[src/rtl/cpu_pkg.sv]
// Shared definitions for the 16-bit pipeline: fetch FSM states, NOP encoding,
// reset vector and the jump-control codes used by the PC adder.
package cpu_pkg;

    localparam logic [15:0] NOP_ENCODING     = 16'h0800;
    localparam logic [15:0] RESET_PC_DEFAULT = 16'h0000;

    typedef enum logic [1:0] {
        ISSUE = 2'd0,
        WAIT  = 2'd1,
        HELD  = 2'd2
    } fetch_state_t;

    typedef enum logic [1:0] {
        JMP_NONE = 2'd0,
        JMP_REL  = 2'd1,
        JMP_ABS  = 2'd2,
        JMP_REG  = 2'd3
    } jump_ctrl_t;

endpackage

[src/rtl/instruction_fetch_if.sv]
// Shared instruction/data memory port as seen by the fetch unit (master)
// and the memory/arbiter side (slave).
interface instruction_fetch_if;

    logic        mem_req;
    logic [15:0] mem_addr;
    logic [15:0] mem_rdata;
    logic        mem_ready;
    logic        mem_conflict;

    modport master (
        output mem_req,
        output mem_addr,
        input  mem_rdata,
        input  mem_ready,
        input  mem_conflict
    );

    modport slave (
        input  mem_req,
        input  mem_addr,
        output mem_rdata,
        output mem_ready,
        output mem_conflict
    );

endinterface

[src/rtl/fetch_hold_buf.sv]
// One-entry word buffer that parks a fetched instruction which arrived while
// the pipeline was stalled.
module fetch_hold_buf #(
    parameter int W = 16
) (
    input  logic         clk,
    input  logic         rst,
    input  logic         load,
    input  logic         drain,
    input  logic [W-1:0] din,
    output logic [W-1:0] dout,
    output logic         full
);

    always_ff @(posedge clk or posedge rst) begin
        if (rst) begin
            dout <= '0;
            full <= 1'b0;
        end else begin
            if (load) begin
                dout <= din;
                full <= 1'b1;
            end else if (drain) begin
                full <= 1'b0;
            end
        end
    end

endmodule

[src/rtl/instruction_fetch.sv]
// IF stage: fetches over the shared memory port with a req/ready handshake
// and owns the IF/ID register, absorbing stalls, flushes and bus conflicts.
module instruction_fetch
    import cpu_pkg::*;
#(
    parameter logic [15:0] RESET_PC  = RESET_PC_DEFAULT,
    parameter logic [15:0] NOP_INSTR = NOP_ENCODING,
    parameter int          MAX_WAIT  = 8,
    parameter int          WCNT_W    = 4
) (
    input  logic                       clk,
    input  logic                       rst,
    input  logic [15:0]                nextPC,
    input  logic                       stall,
    input  logic                       flush,
    instruction_fetch_if.master        mem,
    output logic [15:0]                currentPC,
    output logic [15:0]                instruction,
    output logic                       valid,
    output logic                       fetch_err
);

    fetch_state_t      state, state_next;
    logic              first;
    logic              kill_pend;
    logic [15:0]       req_addr;
    logic [WCNT_W-1:0] wcnt;

    logic [15:0] fa;
    logic        kill;
    logic        req;
    logic [15:0] addr;
    logic        cap;
    logic [15:0] cap_addr;
    logic [15:0] cap_word;
    logic        issue_go;
    logic        buf_load;
    logic        buf_drain;
    logic [15:0] buf_word;
    logic        buf_full;

    assign fa   = first ? RESET_PC : nextPC;
    assign kill = kill_pend | flush;

    fetch_hold_buf #(.W(16)) u_hold_buf (
        .clk   (clk),
        .rst   (rst),
        .load  (buf_load),
        .drain (buf_drain),
        .din   (mem.mem_rdata),
        .dout  (buf_word),
        .full  (buf_full)
    );

    always_comb begin
        state_next = state;
        req        = 1'b0;
        addr       = req_addr;
        cap        = 1'b0;
        cap_addr   = req_addr;
        cap_word   = mem.mem_rdata;
        issue_go   = 1'b0;
        buf_load   = 1'b0;
        buf_drain  = 1'b0;
        unique case (state)
            ISSUE: begin
                if (!stall && !mem.mem_conflict) begin
                    req      = 1'b1;
                    addr     = fa;
                    issue_go = 1'b1;
                    if (mem.mem_ready) begin
                        cap      = 1'b1;
                        cap_addr = fa;
                    end else begin
                        state_next = WAIT;
                    end
                end
            end
            // The outstanding request keeps the bus, so conflicts are ignored here.
            WAIT: begin
                req = 1'b1;
                if (mem.mem_ready) begin
                    if (!stall) begin
                        cap        = 1'b1;
                        state_next = ISSUE;
                    end else begin
                        buf_load   = 1'b1;
                        state_next = HELD;
                    end
                end
            end
            HELD: begin
                if (!stall && buf_full) begin
                    cap        = 1'b1;
                    cap_word   = buf_word;
                    buf_drain  = 1'b1;
                    state_next = ISSUE;
                end
            end
            default: state_next = ISSUE;
        endcase
    end

    // A dropped request during reset is tolerated by the memory side.
    assign mem.mem_req  = req & ~rst;
    assign mem.mem_addr = addr;

    always_ff @(posedge clk or posedge rst) begin
        if (rst) begin
            state       <= ISSUE;
            first       <= 1'b1;
            kill_pend   <= 1'b0;
            req_addr    <= RESET_PC;
            wcnt        <= '0;
            currentPC   <= RESET_PC;
            instruction <= NOP_INSTR;
            valid       <= 1'b0;
            fetch_err   <= 1'b0;
        end else begin
            state <= state_next;
            if (issue_go) begin
                req_addr <= fa;
            end
            if (cap) begin
                currentPC   <= cap_addr;
                instruction <= kill ? NOP_INSTR : cap_word;
                valid       <= ~kill;
                kill_pend   <= 1'b0;
                first       <= 1'b0;
            end else if (flush) begin
                kill_pend <= 1'b1;
            end
            if (issue_go && !mem.mem_ready) begin
                wcnt <= WCNT_W'(1);
            end else if (state == WAIT && !mem.mem_ready) begin
                if (wcnt != '1) begin
                    wcnt <= wcnt + WCNT_W'(1);
                end
                if (wcnt >= WCNT_W'(MAX_WAIT - 1)) begin
                    fetch_err <= 1'b1;
                end
            end
        end
    end

endmodule

[src/flat_wrapper.sv]
// flat-port wrapper written by rule: the top's interface ports become plain ports
module instruction_fetch_flat import cpu_pkg::*;
#(
    parameter logic [15:0] RESET_PC  = RESET_PC_DEFAULT,
    parameter logic [15:0] NOP_INSTR = NOP_ENCODING,
    parameter int          MAX_WAIT  = 8,
    parameter int          WCNT_W    = 4
)
  (clk, rst, nextPC, stall, flush, currentPC, instruction, valid, fetch_err, mem_mem_req, mem_mem_addr, mem_mem_rdata, mem_mem_ready, mem_mem_conflict);
  instruction_fetch_if mem_i ();
  input  logic clk;
  input  logic rst;
  input  logic [15:0] nextPC;
  input  logic stall;
  input  logic flush;
  output logic [15:0] currentPC;
  output logic [15:0] instruction;
  output logic valid;
  output logic fetch_err;
  output wire logic [$bits(mem_i.mem_req)-1:0] mem_mem_req;
  output wire logic [$bits(mem_i.mem_addr)-1:0] mem_mem_addr;
  input wire logic [$bits(mem_i.mem_rdata)-1:0] mem_mem_rdata;
  input wire logic [$bits(mem_i.mem_ready)-1:0] mem_mem_ready;
  input wire logic [$bits(mem_i.mem_conflict)-1:0] mem_mem_conflict;
  assign mem_mem_req = mem_i.mem_req;
  assign mem_mem_addr = mem_i.mem_addr;
  assign mem_i.mem_rdata = mem_mem_rdata;
  assign mem_i.mem_ready = mem_mem_ready;
  assign mem_i.mem_conflict = mem_mem_conflict;
  instruction_fetch #(.RESET_PC(RESET_PC), .NOP_INSTR(NOP_INSTR), .MAX_WAIT(MAX_WAIT), .WCNT_W(WCNT_W)) u_core (.clk(clk), .rst(rst), .nextPC(nextPC), .stall(stall), .flush(flush), .mem(mem_i), .currentPC(currentPC), .instruction(instruction), .valid(valid), .fetch_err(fetch_err));
endmodule
[config.mk]
export PLATFORM = sky130hd
export DESIGN_NAME = instruction_fetch_flat
export DESIGN_NICKNAME = d
export VERILOG_FILES = /design/src/rtl/cpu_pkg.sv /design/src/rtl/instruction_fetch_if.sv /design/src/rtl/fetch_hold_buf.sv /design/src/rtl/instruction_fetch.sv /design/src/flat_wrapper.sv
export SDC_FILE = /design/constraint.sdc
export NUM_CORES = 1
export LEC_CHECK = 0
export CORE_AREA = 2 2 88 90
export DETAILED_ROUTE_END_ITERATION = 7
export DIE_AREA = 0 0 90 92
export PLACE_DENSITY = 0.8
export SYNTH_ARGS = -nofsm -noshare
export SYNTH_HDL_FRONTEND = slang
export SYNTH_SLANG_ARGS = --single-unit
[constraint.sdc]
create_clock -name clk -period 4.75 [get_ports clk]
set_input_delay 0.95 -clock clk [delete_from_list [all_inputs] [get_ports clk]]
set_output_delay 0.95 -clock clk [all_outputs]
set_load 0.05 [all_outputs]
==> run summary <==
Synthesized area per cell: 11.72 µm²
Number of antenna repair diodes: 0
Number of register bits inferred by synthesis: 75
Fillers: 586
Slew @ Worst Pin: 863.4 ps
TritonCTS Buffers: 9
Arrival time at the worst endpoint: 2710 ps
Total via count after detailed routing: 2,545
Worst path cell trace: clkdlybuf4s50_1 -> nor3_2 -> nand2b_1 -> buf_4 -> mux2_2 -> buf_4
Number of nets in the final layout: 435
Slowest cell delay on critical path: 660 ps
Setup repair after global routing missed its margin: no
Worst endpoint required time: 3800 ps
Critical path peak fanout: 47
Number of levels in the clock H-tree: 3
Maximum number of pins on one net before global-route repair: 48
Overall die area: 0.008280 mm²
Clk Tree Root Cell: sky130_fd_sc_hd__clkbuf_8
Netlist cell types: 35
Iteration-0 DRC count of the detailed router: 101
Clock skew after layout: 5.837 ps
Final-report setup violation count: 0
Clock Pin Slew Worst Setup and Hold Paths: 70 ps
Max-slew violation count: 0
Number of warnings issued by yosys: 0
Family with the most delay on the worst path: buffers and inverters
Sinks on Clock Net: 75
Register area share after synthesis: 52.06%
Gate Count Post-Synth: 308
Via count normalized by instance count: 5.070
Maximum Capacitance Violations: 0
Number of global-route vias before repair: 2,655
Global-route wire length before repair: 12,590 µm
TritonCTS clock tree: yes
Clock buffer depth: 2
Run status: finished clean
Core Util, Final: 65.69%
Library cell appearing most often on the critical path: sky130_fd_sc_hd__buf_4
Number of buffers inserted by post-CTS setup repair: 0
Chip height: 92 µm
Layout area overhead: 35.53%
Chip Width: 90 µm
Post-CTS sizing: 0
Number of buffers and inverters on the critical path: 3
Smallest setup slack after layout: 1086 ps
Port Buf Inserts: 88
Number of failing hold endpoints at the final stage: 0
Leak pwr: 2.230 nW
Post-synthesis instance area: 0.003610 mm²
Antenna violations before repair: 0
Maximum clock rate: 0.2730 GHz
Sort of element at the end of the critical path: output pin
Fraction of layout instances using a drive strength above 1: 22.00%
Overflow left after global routing: 0
Worst-skew pair later-pin latency: 330 ps
Dpl ws: 1066 ps
Crit path time final: 3664 ps
DP Wirelength: 5232 µm
Global-route usage over all layers: 18.96%
Post-route ant nets: 0
Critical Path Start Type: input pin
Num ports: 89
Ratio of final minimum period to clock period: 77.13%
Pwr dens: 496.0 mW/mm²
Worst Hold Class: flip-flop to flip-flop
Average routed wire per standard cell: 14.76 µm
CP max-delay cell: sky130_fd_sc_hd__clkdlybuf4s50_1
Quantity of hold-fixing buffers added after cts: 0
Number of iterations in the first detailed-routing pass: 4
Critical path start-end classification: input pin to output pin
Total wire length after detailed routing: 7412 µm
Initial core utilization: 48.47%
Placer congestion estimate: 0.8090
Standard-cell row count: 32
Number of DRC violations after detailed routing: 0
Net Count, Synth: 347
Relative slew slack: 42.28%
VDD IR max: 0.2326 mV
Setup Total Neg Slack: 0 ps
Floorplan Core Area: 0.007447 mm²
metal layers:
layer	global-route usage (%)	share of wire, %	vias up
li1	-	-	1234
met3	5.094	6.0	10
met5	0	0	-
met2	29.89	46	72
met1	24.92	46	1229
met4	7.949	1.5	0
layout make-up:
class                   count  area [µm²]  area share, %
multi-input cells         199        1570          32.10
repair buffers             93        1066          21.79
clock buffers               9       123.9          2.532
clock inverters             6       57.56          1.176
flip-flops and latches     75        1879          38.41
inverters                  18       67.56          1.381
well taps                 102       127.6          2.609
kinds of logic after synthesis:
family | synth area share (%)
muxes | 25.86
DFF | 52.06
and+or+nand+nor | 10.12
AOI/OAI and AO/OA | 6.517
buffers and inverters | 4.852
xor gates and xnor gates | 0.2427
adders and majority gates | 0.3466
placed cells by master, fill, tap and decap left out, types with 3 or more instances in the layout:
cell                              instances
sky130_fd_sc_hd__inv_1                   17
sky130_fd_sc_hd__clkinv_2                 4
sky130_fd_sc_hd__dfrtp_1                 73
sky130_fd_sc_hd__nand2_1                 16
sky130_fd_sc_hd__clkbuf_8                 9
sky130_fd_sc_hd__buf_12                  15
sky130_fd_sc_hd__o21ai_0                 31
sky130_fd_sc_hd__nor2_1                  23
sky130_fd_sc_hd__buf_4                    6
sky130_fd_sc_hd__nor2b_1                  3
sky130_fd_sc_hd__mux2_2                  32
sky130_fd_sc_hd__clkdlybuf4s50_1         72
sky130_fd_sc_hd__mux2i_1                 31
sky130_fd_sc_hd__mux2_4                  10
sky130_fd_sc_hd__nor3_1                   4
sky130_fd_sc_hd__nand2b_1                17
sky130_fd_sc_hd__mux2_1                  10
state kept, by name, indices dropped and copies added (netlist names):
signal / count
u_core.currentPC: 16
u_core.fetch_err: 1
u_core.first: 1
u_core.instruction: 16
u_core.kill_pend: 1
u_core.req_addr: 16
u_core.state: 2
u_core.u_hold_buf.dout: 16
u_core.u_hold_buf.full: 1
u_core.valid: 1
u_core.wcnt: 4
worst register-to-register path, delay by kind of cell (launching register included):
kind                   cells  cell delay [ps]
and+or+nand+nor            2              450
AOI/OAI and AO/OA          1              150
DFF                        1              490
buffers and inverters      1              480
muxes                      1              420
Yosys cell counts:
cell type,count,area (µm²)
sky130_fd_sc_hd__dfstp_2,2,52.55
sky130_fd_sc_hd__nor4bb_1,2,20.02
sky130_fd_sc_hd__nand2_2,1,6.260
sky130_fd_sc_hd__mux2_2,32,360.4
sky130_fd_sc_hd__a21oi_4,1,16.27
sky130_fd_sc_hd__a31oi_1,2,12.51
sky130_fd_sc_hd__a21oi_1,2,10.01
sky130_fd_sc_hd__clkbuf_1,6,22.52
sky130_fd_sc_hd__and2_1,1,6.260
sky130_fd_sc_hd__o21ai_1,2,10.01
sky130_fd_sc_hd__nor2b_1,3,18.77
sky130_fd_sc_hd__a22o_1,1,8.760
sky130_fd_sc_hd__a311oi_2,1,15.01
sky130_fd_sc_hd__nor2_1,23,86.33
sky130_fd_sc_hd__mux2_4,10,150.1
sky130_fd_sc_hd__nand2b_1,17,106.4
sky130_fd_sc_hd__nor3_2,1,10.01
sky130_fd_sc_hd__ha_1,1,12.51
sky130_fd_sc_hd__or2_2,1,6.260
sky130_fd_sc_hd__nand3_1,2,10.01
sky130_fd_sc_hd__xnor2_1,1,8.760
sky130_fd_sc_hd__mux2_1,10,112.6
sky130_fd_sc_hd__buf_6,5,56.30
sky130_fd_sc_hd__o21bai_1,1,7.510
sky130_fd_sc_hd__nand2_1,16,60.06
sky130_fd_sc_hd__inv_1,18,67.56
sky130_fd_sc_hd__o21ai_0,31,155.2
sky130_fd_sc_hd__or3b_2,1,8.760
sky130_fd_sc_hd__buf_1,1,3.750
sky130_fd_sc_hd__buf_4,2,15.01
sky130_fd_sc_hd__dfrtp_1,73,1827
sky130_fd_sc_hd__mux2i_1,31,310.3
sky130_fd_sc_hd__nor3_1,4,20.02
sky130_fd_sc_hd__or2_1,1,6.260
sky130_fd_sc_hd__buf_2,2,10.01
where the power goes:
| group | internal, mW | switching [mW] |
|---|---|---|
| logic | 0.447 | 0.612 |
| registers | 0.811 | 0.0989 |
| clock network | 0.236 | 0.223 |
metrics by stage:
stage                     cells  hold slack (ps)  cell area (µm²)  total power [mW]
after global routing        502            506.4             4892             2.545
final                       502            488.4             4892             2.427
after CTS                   502            496.5             4892             2.451
after detailed placement    487            473.3             4711             1.987
after global placement      487            466.7             4711             1.958
after floorplan             308            463.4             3610             1.587
final timing paths:
kind	slack, ps	depth (start not counted)	to	from
worst max-delay path	1090	6	mem_mem_addr[15]	stall
worst min-delay path	490	1	u_core.currentPC[15]$_DFFE_PP0P_	u_core.currentPC[15]$_DFFE_PP0P_
worst max register to register	2650	5	u_core.instruction[2]$_DFFE_PP0P_	u_core.state[0]$_DFFE_PP0P_
worst min register to register	490	1	u_core.currentPC[15]$_DFFE_PP0P_	u_core.currentPC[15]$_DFFE_PP0P_
max in group asynchronous	3020	3	u_core.instruction[11]$_DFFE_PP1P_	rst
min in group asynchronous	950	2	u_core.req_addr[2]$_DFFE_PP0N_	rst
(Power assumes the default switching activity.)
